--- config.mk ---
export PLATFORM = sky130hd
export DESIGN_NAME = serial_adder
export DESIGN_NICKNAME = d
export VERILOG_FILES = /design/src/rtl/serial_adder_pkg.sv /design/src/rtl/serial_adder_fa.sv /design/src/rtl/serial_adder.sv
export SDC_FILE = /design/constraint.sdc
export NUM_CORES = 1
export LEC_CHECK = 0
export BUFFER_PORTS_ARGS = -buffer_cell sky130_fd_sc_hd__buf_4
export CORE_MARGIN = 3
export CORE_UTILIZATION = 40
export CTS_BUF_LIST = sky130_fd_sc_hd__clkbuf_4 sky130_fd_sc_hd__clkbuf_8
export DETAILED_ROUTE_END_ITERATION = 16
export PLACE_DENSITY = 0.68
export SYNTH_ARGS = -nofsm -noshare
export SYNTH_HDL_FRONTEND = slang
export SYNTH_SLANG_ARGS = --single-unit
export TNS_END_PERCENT = 20
--- constraint.sdc ---
create_clock -name clk -period 1.3 [get_ports clk]
set_input_delay 0 -clock clk [delete_from_list [all_inputs] [get_ports clk]]
set_output_delay 0 -clock clk [all_outputs]
set_load 0.01 [all_outputs]
--- src/rtl/serial_adder_pkg.sv ---
// Shared constants for the bit-serial adder: state encodings and default width.
package serial_adder_pkg;

  localparam int DEFAULT_WIDTH = 8;

  // Encoding 2'd3 is unused; the FSM steers it back to ST_IDLE.
  typedef enum logic [1:0] {
    ST_IDLE  = 2'd0,
    ST_SHIFT = 2'd1,
    ST_DONE  = 2'd2
  } state_t;

endpackage : serial_adder_pkg

--- src/rtl/serial_adder_fa.sv ---
// 1-bit full adder cell, shared across the team's arithmetic blocks.
module fa (
  input  logic A,
  input  logic B,
  input  logic Cin,
  output logic S,
  output logic Cout
);

  assign S    = A ^ B ^ Cin;
  assign Cout = (A & B) | (A & Cin) | (B & Cin);

endmodule : fa

--- src/rtl/serial_adder.sv ---
// Bit-serial WIDTH-bit adder: one full-adder cell processes one bit pair per
// clock, LSB first, with the carry held in a flip-flop between bits.
//
// state    | meaning
// ---------+-----------------------------------------------------------
// ST_IDLE  | waiting for start; S/Cout hold the last result
// ST_SHIFT | one bit pair per cycle through fa, busy=1
// ST_DONE  | one-cycle done pulse; start here chains the next addition
module serial_adder
  import serial_adder_pkg::*;
#(
  parameter int WIDTH = DEFAULT_WIDTH
) (
  input  logic             clk,
  input  logic             rst_n,
  input  logic             start,
  input  logic [WIDTH-1:0] A,
  input  logic [WIDTH-1:0] B,
  input  logic             Cin,
  output logic             busy,
  output logic             done,
  output logic [WIDTH-1:0] S,
  output logic             Cout
);

  localparam int CNT_W = $clog2(WIDTH);

  state_t             state;
  state_t             next_state;
  logic [WIDTH-1:0]   a_sr;
  logic [WIDTH-1:0]   b_sr;
  logic [WIDTH-1:0]   s_sr;
  logic               carry;
  logic [CNT_W-1:0]   cnt;
  logic               accept;
  logic               last_bit;
  logic               fa_s;
  logic               fa_cout;

  assign last_bit = (cnt == CNT_W'(WIDTH - 1));

  fa u_fa (
    .A    (a_sr[0]),
    .B    (b_sr[0]),
    .Cin  (carry),
    .S    (fa_s),
    .Cout (fa_cout)
  );

  // State register.
  always_ff @(posedge clk or negedge rst_n) begin
    if (!rst_n) begin
      state <= ST_IDLE;
    end else begin
      state <= next_state;
    end
  end

  // Next-state decode, status outputs and start acceptance.
  always_comb begin
    next_state = state;
    busy       = 1'b0;
    done       = 1'b0;
    accept     = 1'b0;
    case (state)
      ST_IDLE: begin
        if (start) begin
          accept     = 1'b1;
          next_state = ST_SHIFT;
        end
      end
      ST_SHIFT: begin
        busy = 1'b1;
        if (last_bit) begin
          next_state = ST_DONE;
        end
      end
      ST_DONE: begin
        done = 1'b1;
        if (start) begin
          accept     = 1'b1;
          next_state = ST_SHIFT;
        end else begin
          next_state = ST_IDLE;
        end
      end
      default: begin
        next_state = ST_IDLE;
      end
    endcase
  end

  // Operand capture, bit-serial shifting, and result update on the last bit.
  always_ff @(posedge clk or negedge rst_n) begin
    if (!rst_n) begin
      a_sr  <= '0;
      b_sr  <= '0;
      s_sr  <= '0;
      carry <= 1'b0;
      cnt   <= '0;
      S     <= '0;
      Cout  <= 1'b0;
    end else if (accept) begin
      a_sr  <= A;
      b_sr  <= B;
      carry <= Cin;
      cnt   <= '0;
    end else if (state == ST_SHIFT) begin
      a_sr  <= a_sr >> 1;
      b_sr  <= b_sr >> 1;
      s_sr  <= {fa_s, s_sr[WIDTH-1:1]};
      carry <= fa_cout;
      cnt   <= cnt + CNT_W'(1);
      // Publish the finished sum together with the move into ST_DONE so the
      // visible result never shows partial bits.
      if (last_bit) begin
        S    <= {fa_s, s_sr[WIDTH-1:1]};
        Cout <= fa_cout;
      end
    end
  end

endmodule : serial_adder

Word level (Yosys, flattened, before mapping)

Cells that the tools add are included.

Output and inout port bits: 11
Flip-flop bits (word level): 39

Eq/ne operators: 5
Reduce and logical (&&, ||, !) cells: 6
Add/sub/neg operators: 1
Bitwise operators: 8
Mux-type cells: 16

Operators with widths:

| operator                                                        | number |
|---|---|
| 8-bit 2-to-1 mux                                                | 4 |
| 1-bit 2-to-1 mux                                                | 7 |
| 3-bit 2-to-1 mux                                                | 2 |
| 2-bit one-hot mux with 3 select lines                           | 1 |
| 2-bit 2-to-1 mux                                                | 2 |
| 2-bit inequality test, second input constant                    | 2 |
| 2-bit AND reduction                                             | 2 |
| 3-bit by 1-bit adder with 3-bit output, second input constant   | 1 |
| 1-bit bitwise AND                                               | 3 |
| 3-bit == test, second input constant                            | 1 |
| 3-bit AND reduction                                             | 1 |
| 2-bit by 1-bit == test with 1-bit output, second input constant | 1 |
| 2-bit == test, second input constant                            | 1 |
| 2-bit logical NOT                                               | 1 |
| 1-bit bitwise OR                                                | 2 |
| 2-bit nonzero test                                              | 1 |
| 2-bit OR reduction                                              | 1 |
| 1-bit bitwise XOR                                               | 2 |
| 1-bit NOT                                                       | 1 |

Longest topological paths before layout

Gate-level depths: netlist of the first run.

Depth after elaboration: 5
Depth in mapped cells: 6
Depth with buffers taken out: 4

Hierarchy

From an unflattened synthesis of the first run, not the netlist that was laid out.

Cell total of the unflattened synthesis: 146
Area total of the unflattened synthesis: 1,671.6 um^2

By module, submodules not included:

| module       | area an instance (um^2) | instances | cells each | sequential area each (um^2) |
|---|---|---|---|---|
| serial_adder | 1,651.6                 | 1         | 145        | 950.9 |
| fa           | 20.0                    | 1         | 1          | 0.0 |

Worst setup path before layout of the first run

Ideal clock, no wire load.

Path kind: register to register
Start: reg cnt[0]
End: reg cnt[2]
Required time: 1.179 ns
Buffers on the path: 0
Arrival: 1.281 ns
Path slack: -0.102 ns
Setup time: 0.121 ns
Clock period less this slack: 1.402 ns
Cell stages (with the launch flop): 5
Cells stage by stage: dfrtp_1 -> ha_1 -> ha_1 -> mux2_2 -> a22o_1

Cells in the longest elaborated chain, start to end: 3

RTL lines:

| what                                   | RTL line            | source |
|---|---|---|
| start: declaration                     | serial_adder.sv:34  | `logic [CNT_W-1:0] cnt;` |
| start signal: assignment               | serial_adder.sv:113 | `cnt <= cnt + CNT_W'(1);` |
| 3-bit by 1-bit adder with 3-bit output | serial_adder.sv:113 |  |
| 3-bit 2-to-1 mux                       | serial_adder.sv:108 | `end else if (state == ST_SHIFT) begin` |
| 3-bit 2-to-1 mux                       | serial_adder.sv:103 | `end else if (accept) begin` |

No other way between the ends. The select of a mux whose other input is x is not followed.
A chain may end at the register's enable or synchronous reset.

Worst setup path in the final report of the first run

Start: reg cnt[1]
End: reg cnt[2]

Same word-level chain as after synthesis.

==> results.yml, run 1 <==
status:
  outcome: "finished, violations left"
  violations: "hold timing, setup timing"
critical_path:
  crit_fanout: 2
  endpoint_kind: "register"
  required_ns: 1.48
  start_kind: "register"
  crit_buf_inv: 0
  startpoint: "cnt[1]"
  crit_path_max_incr_delay_ns: 0.39
  worstSetupPathType: "register to register"
  crit_family: "adder cells"
  path_cells: "ha_2 > ha_4 > mux2_4 > a22o_1"
  crit_arrival_ns: 1.53
  timing.rr.start: "cnt[1]"
  cp_slowest_cell: "dfrtp_1"
floorplan:
  die_h_um: 71.8
  io_pins: 31
  rows: 23
  die_area_um2: 5150
  die_x_um: 71.8
  start_util: 0.423
  core_region_area_um2: 4090
final_layout:
  fin_nets: 230
  final-seq-area_um2: 952
  drive_above_1_share: 0.325
  diodes: 0
  nFillCells: 349
  final_core_util: 0.575
  multiInputGateArea_um2: 764
  syn_to_final_growth_pct: 35.8
clock_network:
  cts_tree: "done"
  clk_path_buf_depth: 2
  cts.sinks: 38
  clk_latency_ns: 0.29
  numCtsBuffers: 5
  clockRootBuffer: "clkbuf_8"
  cts.clk_slew.worst_paths_ns: 0.07
  h-tree-depth: 2
power:
  leakagePower_nw: 1.09
  ir_drop_v: 0.000801
  power.density_nw_per_um2: 2290
  finalPower_mw: 5.37
yosys:
  synth.avg_cell_area_um2: 11.4
  syn_area_um2: 1730
  syn-num-nets: 175
  synthDistinctLibCells: 25
  yosys_warnings: 0
  syn_inst: 152
  synth_common_cells: "38 x dfrtp_1, 22 x nand2_1, 9 x mux2_4, 9 x nor2_1, 9 x nor2b_1"
  synth-edff-count: 0
  ys_async_sr_fraction: 1.00
  ys_top_cells_by_area: "dfrtp_1 55%, mux2_4 7.8%, nand2_1 4.8%, mux2i_1 4.6%, nor2b_1 3.3%"
  synth_top_area_cell: "dfrtp_1"
  yosysSeqAreaShare: 0.550
  yosysMostFrequentCell: "dfrtp_1"
  synth_ff_type: "dfrtp_1"
  synth-seq-cells: 38
  synth_top_area_share: 0.550
hold_path:
  hp-start: "A[0]"
  hold_class: "primary input to register"
sta:
  hold_viol_final: 1
  finalCritPeriodShare: 1.04
  slew_headroom: 0.684
  slew_viol_final: 0
  worstMarginPinSlew_ns: 0.474
  period_minus_slack_ns: 1.36
  hold_ws_ns: -0.000879
  setup_ws_ns: -0.0577
  skew_ns: 0.00592
  grt_setup_unrepaired: "true"
  setup_violations: 11
  tns_ns: -0.147
  maxClockFrequency_mhz: 737
global_routing:
  grt_max_degree: 39
  gr-max-usage-layer: "met2"
  antenna_found_initial: 0
  grt_pass1_vias: 1380
  use_met3: 0.0491
  grt_util_met2: 0.254
  overflow: 0
  grt_usage: 0.154
  use_met1: 0.189
  grt_pass1_wl_um: 6230
placement:
  gp_congestion: 0.760
  pre_cts_ws_ns: -0.0561
  hpwl_um: 2440
  port_buffers: 30
detailed_routing:
  wl_per_cell_um: 14.4
  first_iter_violations: 51
  first_pass_iters: 4
  via_count: 1331
  routed_wirelength_um: 3700
  post-route-drc-count: 0
  ant_nets: 0
  viasPerCell: 5.20
run:
  cap_violations: 0
[repair_timing]
item | 4_1_cts | 5_1_grt
hold buffers | 13 | 0
pin swaps | 2 | 3
cloned | 0 | 1
resized for setup | 4 | 5
setup buffers | 2 | 1
endpoints found under the hold margin | 50 | 0
endpoints found under the setup margin | 11 | 14
[per-layer routing]
| metal | routed length, µm | vias to the layer above | part of all wire |
|---|---|---|---|
| met5 | 0 | - | 0 |
| met4 | 68 | 0 | 0.018 |
| met3 | 169 | 8 | 0.046 |
| met2 | 1820 | 34 | 0.49 |
| met1 | 1640 | 657 | 0.44 |
| li1 | - | 632 | - |
[placed cells by master (no fill, tap or decap), drive strengths merged]
cell type    instances
o22ai                7
a21oi                7
mux2                11
ha                   2
a22oi                1
nor2                 9
o21ai                3
nor2b                9
dlygate4sd3         13
clkbuf               6
nand2               24
nor3                 7
nand3                3
fa                   1
a211oi               7
a22o                 3
nand2b               2
mux2i                8
inv                  2
dfrtp               38
buf                 43
[report_power, final]
group / switching (mW) / internal (mW) / total (mW)
Combinational: 1.12 / 1.33 / 2.45
Sequential: 0.390 / 1.75 / 2.14
Clock: 0.374 / 0.408 / 0.782
Total: 1.88 / 3.49 / 5.37
[cell families after synthesis]
logic type	after synthesis	share of synthesized area
DFF	38	0.550
buffers and inverters	11	0.0347
adders and majority gates	3	0.0260
AOI/OAI and AO/OA	28	0.104
muxes	19	0.137
and+or+nand+nor	53	0.148
[path summary, 6_finish.rpt]
path | end | cells after the start | slack, ns
worst min register to register | s_sr[1] | 2 | 0.48
worst min-delay path | a_sr[0] | 3 | -0.0009
worst max-delay path | cnt[2] | 4 | -0.06
min in group asynchronous | b_sr[5] | 2 | 0.22
worst max register to register | cnt[2] | 4 | -0.06
max in group asynchronous | state[0] | 2 | 0.73
[metrics by stage]
stage,instance area (µm²),hold slack [ns],cells
finish,2350,-0.000879,256
floorplan,1750,-0.296,152
CTS,2310,0.000409,254
global route,2350,0.00832,256
detailed placement,2060,-0.00453,233
global placement,2060,-0.0151,233
[area by class of cell]
cell class / count / area share
Timing Repair Buffer: 56 / 0.201
Clock buffer: 6 / 0.0352
Tap cell: 50 / 0.0266
Sequential cell: 38 / 0.405
Inverter: 2 / 0.00639
Multi-Input combinational cell: 104 / 0.326
[flip-flops by register name (all words and copies together) (netlist names)]
| signal | count |
|---|---|
| b_sr | 8 |
| carry | 1 |
| s_sr | 7 |
| S | 8 |
| cnt | 3 |
| a_sr | 8 |
| state | 2 |
| Cout | 1 |
[tightest hold or removal path: stages]
cell and delay (ns):
buf_4 0.08, a211oi_1 0.05, a21oi_1 0.11
No activity file was read; power rests on OpenSTA's default activity.
==> run 2, diff against run 1 <==
Settings changed: PLACE_DENSITY 0.68 to 0.65, SKIP_LAST_GASP from default to 1.
Clock period 1.3 ns to 1.45 ns, I/O delays scaled along.
==> results.yml, run 2 (synthesized netlist as in run 1, its figures left out) <==
clock_network:
  h-tree-depth: 2
  clk_path_buf_depth: 2
  cts_tree: "done"
  cts.clk_slew.worst_paths_ns: 0.08
  clk_latency_ns: 0.29
  clockRootBuffer: "clkbuf_8"
  cts.sinks: 38
  numCtsBuffers: 5
final_layout:
  fin_nets: 227
  layout_common_cells: "39 x buf_4, 38 x dfrtp_1, 22 x nand2_1, 15 x dlygate4sd3_1, 10 x mux2_4"
  diodes: 0
  top_regs: "S: 8 flops, a_sr: 8 flops, b_sr: 8 flops"
  layout_commonest_cell: "buf_4"
  final_area_um2: 2340
  stdcell_count: 255
  drive_above_1_share: 0.302
  syn_to_final_growth_pct: 35.5
detailed_routing:
  ant_nets: 0
  via_count: 1299
  first_pass_iters: 4
  wl_per_cell_um: 14.3
  first_iter_violations: 28
  routed_wirelength_um: 3650
  post-route-drc-count: 0
  viasPerCell: 5.09
power:
  p_seq_frac: 0.379
  power.density_nw_per_um2: 2150
  power_frac_clock: 0.213
  p_comb_frac: 0.408
  leakagePower_nw: 1.10
  finalPower_mw: 5.03
  p_int_mw: 3.35
  p_sw_frac: 0.334
  ir_drop_v: 0.000940
  switching_power_mw: 1.68
hold_path:
  hold_class: "primary input to register"
floorplan:
  die_h_um: 71.8
  start_util: 0.423
  rows: 23
  die_area_um2: 5150
  die_x_um: 71.8
  io_pins: 31
  core_region_area_um2: 4090
sta:
  maxClockFrequency_mhz: 731
  finalCritPeriodShare: 0.943
  slew_headroom: 0.682
  skew_ns: 0.00440
  period_minus_slack_ns: 1.37
  slew_viol_final: 0
  setup_violations: 0
  grt_setup_unrepaired: "false"
  worstMarginPinSlew_ns: 0.477
  hold_ws_ns: 0.00426
  hold_viol_final: 0
global_routing:
  grt_pass1_vias: 1317
  overflow: 0
  grt_max_degree: 39
  grt_pass1_wl_um: 6090
  antenna_found_initial: 0
  grt_usage: 0.151
placement:
  hpwl_um: 2420
  gp_congestion: 0.704
  place_area_um2: 2010
  post-place-cells: 229
  port_buffers: 30
critical_path:
  crit_arrival_ns: 1.55
  required_ns: 1.63
  start_kind: "register"
  worstSetupPathType: "register to register"
  endpoint_kind: "register"
  crit_fanout: 2
status:
  outcome: "completed"
run:
  cap_violations: 0
-- run 2: area by class of cell --
cell class / instances / area [µm²]
clock inverter: 3 / 68.8
tap: 50 / 62.6
sequential: 38 / 951
clock buffer: 5 / 68.8
multi-input combinational: 103 / 737
fill: 360 / 1740
inverter: 2 / 12.5
timing repair buffer: 54 / 443
-- run 2: repair_timing --
| action | CTS | global route |
|---|---|---|
| cloned | 0 | 0 |
| hold endpoints to repair | 52 | 0 |
| pin swaps | 0 | 2 |
| hold buffers | 15 | 0 |
| resized for setup | 1 | 2 |
| setup endpoints to repair | 1 | 1 |
| buffers inserted | 2 | 1 |
-- run 2: final timing paths --
kind,from,end,slack [ns],cells after the start
min,A[6],a_sr[6],0.004,3
min in group asynchronous,rst_n,s_sr[1],0.21,2
min reg2reg,s_sr[1],s_sr[1],0.50,2
max,cnt[0],cnt[2],0.08,4
max in group asynchronous,rst_n,a_sr[4],0.91,2
max reg2reg,cnt[0],cnt[2],0.08,4
-- run 2: per-stage QoR --
step / TNS [ns] / util / setup slack (ns)
finish: 0 / 0.573 / 0.0825
global route: 0 / 0.573 / 0.0361
CTS: 0 / 0.568 / 0.0181
detailed placement: -0.0112 / 0.493 / -0.0112
global placement: 0 / 0.493 / 0.0388
floorplan: 0 / - / 0.0479
-- run 2: worst max-delay path: stages (launching register included) --
cell and delay, ns:
dfrtp_1 0.40, ha_2 0.19, ha_4 0.20, mux2_4 0.26, a22o_1 0.20
-- run 2: power by group through the flow --
stage | clock, mW | sequential, mW | combinational, mW
6_report | 1.07 | 1.91 | 2.05
5_1_grt | 1.14 | 1.98 | 2.26
4_1_cts | 1.09 | 1.90 | 2.02
3_5_place_dp | 0 | 1.93 | 1.93
3_3_place_gp | 0 | 1.90 | 1.83
2_1_floorplan | 0 | 1.89 | 1.33
-- run 2: routing by layer --
metal | share of wire | vias to the layer above | GRT usage | wire, µm
li1 | - | 637 | - | -
met4 | 0.015 | 0 | 0.0522 | 56
met5 | 0 | - | 0 | 0
met1 | 0.42 | 624 | 0.187 | 1540
met3 | 0.040 | 6 | 0.0365 | 145
met2 | 0.52 | 32 | 0.256 | 1900
